## src/rtl/input_shift_register.sv

```systemverilog
// Input shift register with shift counter, autopush and PUSH handling.
// Delivers completed words to the RX FIFO and stalls on blocked pushes.
module input_shift_register (
    input  logic        clk,
    input  logic        rst,
    input  logic        shift_en,
    input  logic [31:0] shift_data,
    input  logic [5:0]  shift_count,
    input  logic        shiftdir,
    input  logic        push_req,
    input  logic        push_iffull,
    input  logic        push_block,
    input  logic        autopush,
    input  logic [5:0]  push_thresh,
    input  logic        load_en,
    input  logic [31:0] load_data,
    input  logic        fifo_full,
    output logic        fifo_push_en,
    output logic [31:0] fifo_data,
    output logic [31:0] isr,
    output logic [5:0]  shift_counter,
    output logic        stall,
    output logic        dropped
);

    typedef enum logic {
        IDLE,
        PUSH_WAIT
    } state_t;

    state_t      state, state_n;
    logic [31:0] isr_n;
    logic [5:0]  cnt_n;
    logic        push_n;
    logic [31:0] data_n;
    logic        drop_n;

    logic [31:0] mask;
    logic [31:0] shifted;
    logic [6:0]  cnt_sum;
    logic [5:0]  cnt_sh;

    // Shift result and saturated count; a 32-bit shift moves the old
    // contents fully out, so n = 32 yields shift_data in both directions.
    always_comb begin
        mask    = (32'h1 << shift_count) - 32'h1;
        if (shiftdir)
            shifted = (isr >> shift_count) |
                      (shift_data << (6'd32 - shift_count));
        else
            shifted = (isr << shift_count) | (shift_data & mask);
        cnt_sum = {1'b0, shift_counter} + {1'b0, shift_count};
        cnt_sh  = (cnt_sum > 7'd32) ? 6'd32 : cnt_sum[5:0];
    end

    // Next-state and next-output decode for IDLE / PUSH_WAIT.
    always_comb begin
        state_n = state;
        isr_n   = isr;
        cnt_n   = shift_counter;
        push_n  = 1'b0;
        data_n  = fifo_data;
        drop_n  = 1'b0;
        unique case (state)
            IDLE: begin
                if (shift_en) begin
                    if (autopush && (cnt_sh >= push_thresh)) begin
                        if (!fifo_full) begin
                            push_n = 1'b1;
                            data_n = shifted;
                            isr_n  = '0;
                            cnt_n  = '0;
                        end else begin
                            isr_n   = shifted;
                            cnt_n   = cnt_sh;
                            state_n = PUSH_WAIT;
                        end
                    end else begin
                        isr_n = shifted;
                        cnt_n = cnt_sh;
                    end
                end else if (load_en) begin
                    isr_n = load_data;
                    cnt_n = '0;
                end else if (push_req &&
                             !(push_iffull && (shift_counter < push_thresh))) begin
                    if (!fifo_full) begin
                        push_n = 1'b1;
                        data_n = isr;
                        isr_n  = '0;
                        cnt_n  = '0;
                    end else if (push_block) begin
                        state_n = PUSH_WAIT;
                    end else begin
                        isr_n  = '0;
                        cnt_n  = '0;
                        drop_n = 1'b1;
                    end
                end
            end
            PUSH_WAIT: begin
                if (!fifo_full) begin
                    push_n  = 1'b1;
                    data_n  = isr;
                    isr_n   = '0;
                    cnt_n   = '0;
                    state_n = IDLE;
                end
            end
            default: state_n = IDLE;
        endcase
    end

    // State and registered outputs; reset discards any pending push.
    always_ff @(posedge clk) begin
        if (rst) begin
            state         <= IDLE;
            isr           <= '0;
            shift_counter <= '0;
            fifo_push_en  <= 1'b0;
            fifo_data     <= '0;
            stall         <= 1'b0;
            dropped       <= 1'b0;
        end else begin
            state         <= state_n;
            isr           <= isr_n;
            shift_counter <= cnt_n;
            fifo_push_en  <= push_n;
            fifo_data     <= data_n;
            stall         <= (state_n == PUSH_WAIT);
            dropped       <= drop_n;
        end
    end

endmodule

```

## config.mk

```make
export PLATFORM = sky130hd
export DESIGN_NAME = input_shift_register
export DESIGN_NICKNAME = d
export VERILOG_FILES = /design/src/rtl/input_shift_register.sv
export SDC_FILE = /design/constraint.sdc
export NUM_CORES = 1
export LEC_CHECK = 0
export CORE_MARGIN = 3
export CORE_UTILIZATION = 62
export CTS_CLUSTER_DIAMETER = 50
export CTS_CLUSTER_SIZE = 30
export DETAILED_ROUTE_END_ITERATION = 6
export PLACE_DENSITY_LB_ADDON = 0.25
export SLEW_MARGIN = 20
export SYNTH_ARGS = -nofsm -noshare
export SYNTH_HDL_FRONTEND = slang
export SYNTH_SLANG_ARGS = --single-unit
```

## constraint.sdc

```tcl
create_clock -name clk -period 8.2 [get_ports clk]
set_clock_uncertainty 0.15 [all_clocks]
set_input_delay 1.23 -clock clk [delete_from_list [all_inputs] [get_ports clk]]
set_output_delay 1.23 -clock clk [all_outputs]
set_load 0.03 [all_outputs]
```

==> impl_metrics.tcl, run 1 <==
set metrics [dict create \
    ys_warn_count 0 \
    area_delta_synth_final_pct 13.7 \
    via_per_inst 8.10 \
    yosys.area_share.simple_pct 15.5 \
    grt_start_max_net_pins 75 \
    maxSlewViolCount 0 \
    synth_fa_ha_area_share_pct 2.87 \
    hp-class "flop to flop" \
    cts-root-buf "clkbuf_16" \
    syn-instance-count 1292 \
    ys_seq_area_share_pct 13.1 \
    placed_cells 1544 \
    clock_latency_ns 0.33 \
    cts_setup_buffers 0 \
    power_density_nw_per_um2 140 \
    swShare_pct 43.2 \
    ctsHoldBuffers 0 \
    first_pass_iters 6 \
    arrival_ns 5.98 \
    synth_ff_type "dfxtp_1" \
    die-area_sq_um 19600 \
    layout_commonest_cell "clkdlybuf4s50_1" \
    rr_worst_depth 16 \
    intPower_mw 1.01 \
    gp_congestion 1.12 \
    initialDrtViolationCount 2524 \
    drc 0 \
    cts_resized 0 \
    portBuffers 158 \
    synth.mux.area_fraction_pct 31.0 \
    p_leak_nw 4.62 \
    utilization_pct 72.6 \
    min_from "shift_counter[2]" \
    start_kind "primary input" \
    cp_top_family "compound AO/OA/AOI/OAI gates" \
    worstSetupEndpoint "isr[27]" \
    hold_violations 0 \
    grt_pass1_wl_microns 73300 \
    critPathMaxFanout 74 \
    synth_edf_count 0 \
    rrSetupSlack_ns 3.28 \
    core_sq_um 17500 \
    status "finished clean" \
    seqPwrFrac_pct 26.9 \
    worst_r2r_endpoint "isr[27]" \
    worstMarginPinSlew_ns 1.17 \
    cts_buffer_depth 2 \
    finalPower_mw 1.77 \
    grt_pass1_vias 11813 \
    crit_required_ns 8.27 \
    n_fill_cell 1374 \
    synth_top_family_by_area "multiplexers" \
    ys_async_sr_fraction_pct 0 \
    core.rowCount 48 \
    wl_microns 48600 \
    synthXorXnorAreaFrac_pct 0.706 \
    r2r_start "shift_counter[0]" \
    start_util_pct 63.9 \
    synth_compound_area_share_pct 28.4 \
    slew_headroom_pct 21.4 \
    ant_nets 0 \
    combPwrFrac_pct 50.6 \
    cp-startpoint "shift_count[0]" \
    critical-path-slowest-cell "or3_1" \
    worst-path-buf-inv 2 \
    netSwitchingPower_mw 0.766 \
    cp_num_cells 17 \
    antenna_found_initial 1 \
    rsz0062_at_grt "no" \
    pwr-share-clk_pct 22.5 \
    netlist_area_sq_um 11200 \
    fmax_ghz 0.169 \
    cts_sinks 73 \
    cp_slowest_stage_delay_ns 0.80 \
    hold_slack_ns 0.360 \
    grtUsageTotal_pct 47.9 \
    irDropWorstVdd_v 0.000183 \
    synth_cell_types 99 \
    path_cells "buf_6 > ha_1 > fa_1 > a21oi_1 > nor2_1 > nor2_1 > nand4_1 > a211oi_1 > inv_1 > nor2_1 > ha_1 > a2111oi_0 > o31a_1 > o31ai_2 > or3_1 > nor3_1 > a221o_1" \
    path_class "primary input to flop" \
    ys_seq_elements 73 \
    numCtsBuffers 9 \
    fin_nets 1441 \
    cts_tree "done" \
    fin_cells 1560 \
    die_w_microns 140 \
    dieHeight_microns 140 \
    min_period_ns 5.91 \
    endpoint_kind "flop" \
    ctsHtreeMaxLevel 3 \
    drive_above_1_share_pct 15.5 \
    final_cell_mix "clkdlybuf4s50_1 (153), nand2_1 (117), mux4_2 (85)" \
    syn-num-nets 1403 \
    cpMostUsedCell "nor2_1" \
    cap_violations 0 \
    finalSetupViolCount 0 \
    routedWlPerCell_microns 31.2 \
    totalNegativeSetupSlack_ns 0 \
    timing.final.crit_share_pct 72.0 \
    gr-total-overflow 0 \
    syn_avg_cell_area_sq_um 8.64 \
    clkTransAtPathRegs_ns 0.06 \
    diodes 0 \
    dp_hpwl_microns 34700 \
    io_pins 159 \
    vias 12638 \
]
area by class of cell:
| type | count | area (sq um) | share of cell area [%] |
|---|---|---|---|
| Tap cell | 225 | 282 | 2.22 |
| Multi-Input combinational cell | 1038 | 8800 | 69.3 |
| Clock buffer | 11 | 253 | 1.99 |
| Clock inverter | 5 | 53.8 | 0.424 |
| Timing Repair Buffer | 182 | 1740 | 13.7 |
| Sequential cell | 73 | 1460 | 11.5 |
| Inverter | 26 | 97.6 | 0.769 |
kinds of logic (layout without fill, tap and decap cells):
logic type	after synthesis	in the layout
fa+ha+maj	25	25
flops	73	73
buf+inv	181	224
mux	209	209
compound gates	443	443
xor+xnor	9	9
simple gates	352	352
synthesized netlist by cell type (all sizes together), types with 7 or more instances:
library cell / number / share of area (%)
nand2: 117 / 3.9
mux4: 101 / 21
o21ai: 90 / 4.2
nor2: 82 / 2.8
buf: 78 / 4.9
clkbuf: 77 / 2.6
dfxtp: 73 / 13
mux2i: 69 / 6.2
a21oi: 64 / 2.9
mux2: 39 / 3.9
a22oi: 34 / 2.3
nand3: 27 / 1.2
nor3: 27 / 1.3
ha: 24 / 2.7
inv: 24 / 0.81
o221ai: 24 / 1.9
o211ai: 22 / 1.5
a31oi: 19 / 1.1
nand2b: 18 / 1.0
o22ai: 17 / 0.95
a21o: 15 / 1.0
a211oi: 13 / 0.87
o31ai: 13 / 0.92
a221oi: 12 / 1.0
and3: 11 / 0.62
nor2b: 11 / 0.62
o32ai: 10 / 0.78
a21boi: 9 / 0.61
and2: 9 / 0.50
nand4: 8 / 0.45
or2: 8 / 0.47
or3: 8 / 0.45
a221o: 7 / 0.63
a311oi: 7 / 0.55
o2111ai: 7 / 0.55
o21a: 7 / 0.47
xnor2: 7 / 0.55
worst min-delay path: cells and delay by family (launching register included):
kind / cells / cell delay, ns
AND/OR/NAND/NOR: 1 / 0.06
flip-flops: 1 / 0.34
AO/OA/AOI/OAI: 1 / 0.06
state kept, by name, summed over array words and instances (netlist names):
register       count
shift_counter      6
isr               32
fifo_push_en       1
dropped            1
fifo_data         32
state              1
power by group through the flow:
stage | Sequential (mW) | Clock (mW) | Combinational, mW
after floorplan | 0.477 | 0 | 0.546
after global placement | 0.471 | 0 | 0.839
after detailed placement | 0.473 | 0 | 0.850
after CTS | 0.467 | 0.398 | 0.858
after global routing | 0.475 | 0.414 | 0.933
final | 0.477 | 0.399 | 0.897
how the worst min path moves through the flow:
stage / end / slack [ns] / depth (start not counted)
finish: shift_counter[2] / 0.36 / 2
global route: fifo_data[14] / 0.38 / 2
CTS: shift_counter[2] / 0.36 / 2
detailed placement: fifo_data[14] / 0.34 / 2
global placement: fifo_data[14] / 0.34 / 2
floorplan: fifo_data[17] / 0.45 / 2
stage by stage:
step                      cell area (sq um)  setup slack [ns]
after CTS                             12700              2.11
final                                 12700              2.29
after detailed placement              12400              1.80
after global routing                  12700              1.78
after global placement                12400              2.00
after floorplan                       11200              3.20
per-layer routing:
| layer | part of all wire [%] | vias up | track usage (%) |
|---|---|---|---|
| li1 | - | 5194 | - |
| met5 | 0.027 | - | 0 |
| met3 | 17 | 280 | 16.7 |
| met1 | 34 | 5840 | 62.3 |
| met2 | 42 | 1322 | 69.9 |
| met4 | 7.4 | 2 | 26.4 |
Power figures use the tool's default switching activity.
==> inputs of run 2 (changes only) <==
--- a/config.mk
+++ b/config.mk
@@ -6,7 +6,7 @@
 export NUM_CORES = 1
 export LEC_CHECK = 0
 export CORE_MARGIN = 3
-export CORE_UTILIZATION = 62
+export CORE_UTILIZATION = 52
 export CTS_CLUSTER_DIAMETER = 50
 export CTS_CLUSTER_SIZE = 30
 export DETAILED_ROUTE_END_ITERATION = 6
==> constraint.sdc (replaced) <==
create_clock -name clk -period 4.9 [get_ports clk]
set_clock_uncertainty 0.15 [all_clocks]
set_input_delay 0.735 -clock clk [delete_from_list [all_inputs] [get_ports clk]]
set_output_delay 0.735 -clock clk [all_outputs]
set_load 0.03 [all_outputs]
==> impl_metrics.tcl, run 2 (synthesis results as in run 1) <==
set metrics [dict create \
    die-area_sq_um 23300 \
    cts_tree "done" \
    dieHeight_microns 153 \
    grt_pass1_vias 11902 \
    drc 0 \
    numCtsBuffers 9 \
    worstHoldEndpoint "fifo_data[14]" \
    cts_setup_buffers 0 \
    core_sq_um 20700 \
    io_pins 159 \
    crit_required_ns 4.99 \
    gr-total-overflow 0 \
    r2r_start "shift_counter[0]" \
    fin_nets 1493 \
    antenna_found_initial 1 \
    slew_headroom_pct 36.0 \
    finalSetupViolCount 0 \
    final_cell_mix "clkdlybuf4s50_1 (153), nand2_1 (117), mux4_2 (85)" \
    gp_congestion 1.07 \
    clkTransAtPathRegs_ns 0.06 \
    vias 12568 \
    arrival_ns 4.60 \
    via_per_inst 7.58 \
    grtUsageTotal_pct 40.4 \
    drive_above_1_share_pct 18.6 \
    cts-root-buf "clkbuf_16" \
    core.rowCount 52 \
    totalNegativeSetupSlack_ns 0 \
    grt_pass1_wl_microns 74000 \
    grt_start_max_net_pins 99 \
    worstMarginPinSlew_ns 0.936 \
    rrSetupSlack_ns 0.56 \
    start_kind "primary input" \
    pwr-share-clk_pct 21.7 \
    cts_resized 0 \
    rr_worst_depth 16 \
    dp_hpwl_microns 36700 \
    wl_microns 49400 \
    finalPower_mw 2.98 \
    die_w_microns 153 \
    start_util_pct 53.9 \
    cts_buffer_depth 2 \
    power_density_nw_per_um2 227 \
    fmax_ghz 0.222 \
    multi_input_area_sq_um 8780 \
    endpoint_kind "flop" \
    n_fill_cell 1794 \
    ctsHtreeMaxLevel 3 \
    min_from "fifo_data[14]" \
    top_regs "fifo_data x32, isr x32, shift_counter x6" \
    intPower_mw 1.70 \
    critPathMaxFanout 20 \
    seqPwrFrac_pct 26.8 \
    portBuffers 158 \
    seq_area_sq_um 1460 \
    swShare_pct 43.0 \
    first_pass_iters 6 \
    holdPathStages 2 \
    area_delta_synth_final_pct 17.7 \
    initialDrtViolationCount 1958 \
    rsz0062_at_grt "no" \
    path_class "primary input to flop" \
    layout_commonest_cell "clkdlybuf4s50_1" \
    min_period_ns 4.51 \
    hold_violations 0 \
    status "finished clean" \
    timing.final.crit_share_pct 92.1 \
    fin_cells 1659 \
    hp-class "flop to flop" \
    placed_cells 1641 \
    netSwitchingPower_mw 1.28 \
    clock_latency_ns 0.33 \
    p_leak_nw 4.86 \
    routedWlPerCell_microns 29.8 \
    ctsHoldBuffers 0 \
    ant_nets 0 \
    maxSlewViolCount 0 \
    cts_sinks 73 \
    worst_r2r_endpoint "isr[3]" \
    combPwrFrac_pct 51.5 \
    cap_violations 0 \
    hold_slack_ns 0.359 \
    irDropWorstVdd_v 0.000239 \
]
-- run 2: changes by cell type in the layout (fill, tap and decap cells not counted), moves of 2 or more --
cell        delta
buf_12         +2
buf_4         +50
clkbuf_8       -2
clkinvlp_4     +3
diode_2        +2
-- run 2: worst max-delay path by stage --
stage | start | to | slack (ns) | cells after the start
2_1_floorplan | shift_count[0] | fifo_data[3] | 0.39 | 17
3_3_place_gp | shift_count[0] | isr[19] | 0.28 | 17
3_5_place_dp | shift_count[0] | isr[1] | 0.16 | 17
4_1_cts | shift_count[0] | isr[3] | 0.44 | 17
5_1_grt | shift_count[0] | fifo_data[1] | 0.14 | 18
6_report | shift_count[0] | isr[3] | 0.39 | 17
-- run 2: worst max-delay path, stage by stage --
cell and delay, ns:
buf_6 0.11, ha_1 0.23, fa_1 0.41, a21oi_1 0.15, nor2_1 0.06, nor2_1 0.15
nand4_1 0.12, a211oi_1 0.30, buf_4 0.19, and2_1 0.15, ha_1 0.23, a2111oi_0 0.50
o31a_1 0.23, o31ai_2 0.10, or3_1 0.46, buf_4 0.25, o21ai_0 0.22
-- run 2: layout make-up --
type | instances | share of cell area, %
clock inverter | 7 | 0.543
timing repair buffer | 234 | 16.4
antenna | 2 | 0.0381
inverter | 26 | 0.743
multi-input combinational | 1038 | 66.8
sequential | 73 | 11.1
clock buffer | 9 | 1.71
tap | 270 | 2.57
-- run 2: metrics by stage --
stage | util, % | setup slack [ns] | instance area [sq um]
floorplan | - | 0.393 | 11200
global placement | 62.0 | 0.277 | 12800
detailed placement | 62.0 | 0.163 | 12800
CTS | 63.5 | 0.439 | 13100
global route | 63.5 | 0.136 | 13100
finish | 63.5 | 0.389 | 13100
-- run 2: power groups by stage --
stage | clock network (mW) | logic (mW) | registers (mW)
after floorplan | 0 | 0.914 | 0.798
after detailed placement | 0 | 1.47 | 0.797
after global placement | 0 | 1.46 | 0.796
after CTS | 0.649 | 1.48 | 0.786
after global routing | 0.674 | 1.60 | 0.798
final | 0.645 | 1.53 | 0.799
-- run 2: routing by layer --
layer / track usage, % / part of all wire (%) / routed length (microns)
met1: 53.9 / 37 / 18100
met2: 58.8 / 42 / 20500
met3: 13.8 / 15 / 7580
met4: 19.6 / 6.4 / 3150
met5: 0 / 0.12 / 57
==> inputs of run 3 (changes only) <==
--- a/config.mk
+++ b/config.mk
@@ -10,7 +10,8 @@
 export CTS_CLUSTER_DIAMETER = 50
 export CTS_CLUSTER_SIZE = 30
 export DETAILED_ROUTE_END_ITERATION = 6
-export PLACE_DENSITY_LB_ADDON = 0.25
+export HOLD_SLACK_MARGIN = 0.03
+export PLACE_DENSITY_LB_ADDON = 0.3
 export SLEW_MARGIN = 20
 export SYNTH_ARGS = -nofsm -noshare
 export SYNTH_HDL_FRONTEND = slang
==> impl_metrics.tcl, run 3 (synthesis results as in run 1) <==
set metrics [dict create \
    status "complete, but fails checks" \
    failed_checks "DRC" \
    cts_tree "done" \
    hp-class "flop to flop" \
    fin_area_sq_um 13300 \
    cp_num_cells 17 \
    initialDrtViolationCount 2102 \
    cap_violations 0 \
    drive_above_1_share_pct 19.4 \
    ctsHtreeMaxLevel 3 \
    path_class "primary input to flop" \
    slew_headroom_pct 36.9 \
    portBuffers 158 \
    endpoint_kind "flop" \
    drc 17 \
    cp_top_family "compound AO/OA/AOI/OAI gates" \
    cts_buffer_depth 2 \
    arrival_ns 4.64 \
    seqPwrFrac_pct 26.4 \
    core_sq_um 20700 \
    maxSlewViolCount 0 \
    intPower_mw 1.72 \
    cts_sinks 73 \
    combPwrFrac_pct 51.8 \
    area_delta_synth_final_pct 18.9 \
    vias 12717 \
    gr-total-overflow 0 \
    min_from "fifo_data[14]" \
    rsz0062_at_grt "no" \
    critical-path-slowest-cell "a2111oi_0" \
    holdPathStages 2 \
    dieHeight_microns 153 \
    crit_required_ns 5.01 \
    routedWlPerCell_microns 30.2 \
    ant_nets 0 \
    irDropWorstVdd_v 0.000254 \
    die-area_sq_um 23300 \
    fin_nets 1507 \
    gp_congestion 1.08 \
    wl_microns 50500 \
    antenna_found_initial 0 \
    grt_pass1_wl_microns 76100 \
    grtUsageTotal_pct 41.7 \
    io_pins 159 \
    finalPower_mw 3.02 \
    placed_cell_area_sq_um 13000 \
    swShare_pct 43.2 \
    fmax_ghz 0.221 \
    final_cell_mix "clkdlybuf4s50_1 (153), nand2_1 (117), mux4_2 (85), buf_4 (85), o21ai_0 (82)" \
    critPathMaxFanout 19 \
    numCtsBuffers 9 \
    core.rowCount 52 \
    power_density_nw_per_um2 227 \
    min_period_ns 4.53 \
    pwr-share-clk_pct 21.7 \
    netSwitchingPower_mw 1.30 \
    start_util_pct 53.9 \
    worst-path-buf-inv 3 \
    first_pass_iters 7 \
    grt_pass1_vias 11951 \
    hold_violations 0 \
    diodes 0 \
    cp_slowest_stage_delay_ns 0.52 \
    layout_commonest_cell "clkdlybuf4s50_1" \
    via_per_inst 7.61 \
    die_w_microns 153 \
    r2r_start "shift_counter[0]" \
    path_cells "buf_6 > ha_1 > fa_1 > a21oi_1 > nor2_1 > nor2_1 > nand4_1 > a211oi_1 > buf_4 > and2_1 > ha_1 > a2111oi_0 > o31a_1 > o31ai_2 > or3_1 > buf_4 > o21ai_0" \
    clkTransAtPathRegs_ns 0.06 \
    top_regs "fifo_data x32, isr x32, shift_counter x6" \
    finalSetupViolCount 0 \
    cp-startpoint "shift_count[0]" \
    clock_latency_ns 0.34 \
    ctsHoldBuffers 0 \
    totalNegativeSetupSlack_ns 0 \
    cts-root-buf "clkbuf_16" \
    rr_worst_depth 16 \
    start_kind "primary input" \
    worstMarginPinSlew_ns 0.943 \
    timing.final.crit_share_pct 92.4 \
    p_leak_nw 4.94 \
    grt_start_max_net_pins 94 \
    dp_hpwl_microns 37600 \
]
run 3: changes by cell type in the layout (fill, tap and decap cells not counted), sizes merged:
cell / before / now
buf: 81 / 95
clkbuf: 9 / 10
clkinv: 5 / 4
clkinvlp: 3 / 2
diode: 2 / 0
inv: 24 / 25
run 3: worst min-delay path: stages (launching register included):
cell	delay (ns)
dfxtp_1	0.32
nand3_1	0.08
o21ai_2	0.05
run 3: worst paths after layout:
path                                 endpoint  slack (ns)
worst max register to register         isr[3]        0.53
worst min register to register  fifo_data[14]        0.35
worst min-delay path            fifo_data[14]        0.35
worst max-delay path                   isr[3]        0.37
run 3: what timing repair did:
item,CTS,global route
gates resized for setup,0,1
buffers inserted,0,0
setup endpoints to repair,0,2
run 3: cell type report:
type / instances / area [sq um]
repair buffers: 248 / 2300
well taps: 270 / 338
flip-flops and latches: 73 / 1460
clock inverters: 6 / 67.6
multi-input cells: 1038 / 8780
clock buffers: 10 / 229
fillers: 1766 / 7410
inverters: 26 / 97.6
run 3: through the flow:
step	hold slack, ns	instances	setup WS (ns)	util (%)
2_1_floorplan	0.450	1292	0.393	-
3_3_place_gp	0.331	1655	0.224	62.7
3_5_place_dp	0.337	1655	0.0881	62.7
4_1_cts	0.348	1671	0.387	64.1
5_1_grt	0.382	1671	0.102	64.2
6_report	0.348	1671	0.374	64.2
run 3: routing by layer:
metal	up-vias	GRT usage, %	part of all wire, %
met5	-	0	0
met4	0	21.0	6.8
met3	236	13.5	14
met2	1134	60.4	41
met1	6009	56.0	38
li1	5338	-	-
run 3: power by group through the flow:
stage | clock [mW] | combinational (mW) | sequential [mW]
final | 0.656 | 1.57 | 0.798
after global routing | 0.683 | 1.64 | 0.797
after CTS | 0.656 | 1.51 | 0.785
after detailed placement | 0 | 1.50 | 0.795
after global placement | 0 | 1.49 | 0.794
after floorplan | 0 | 0.914 | 0.798
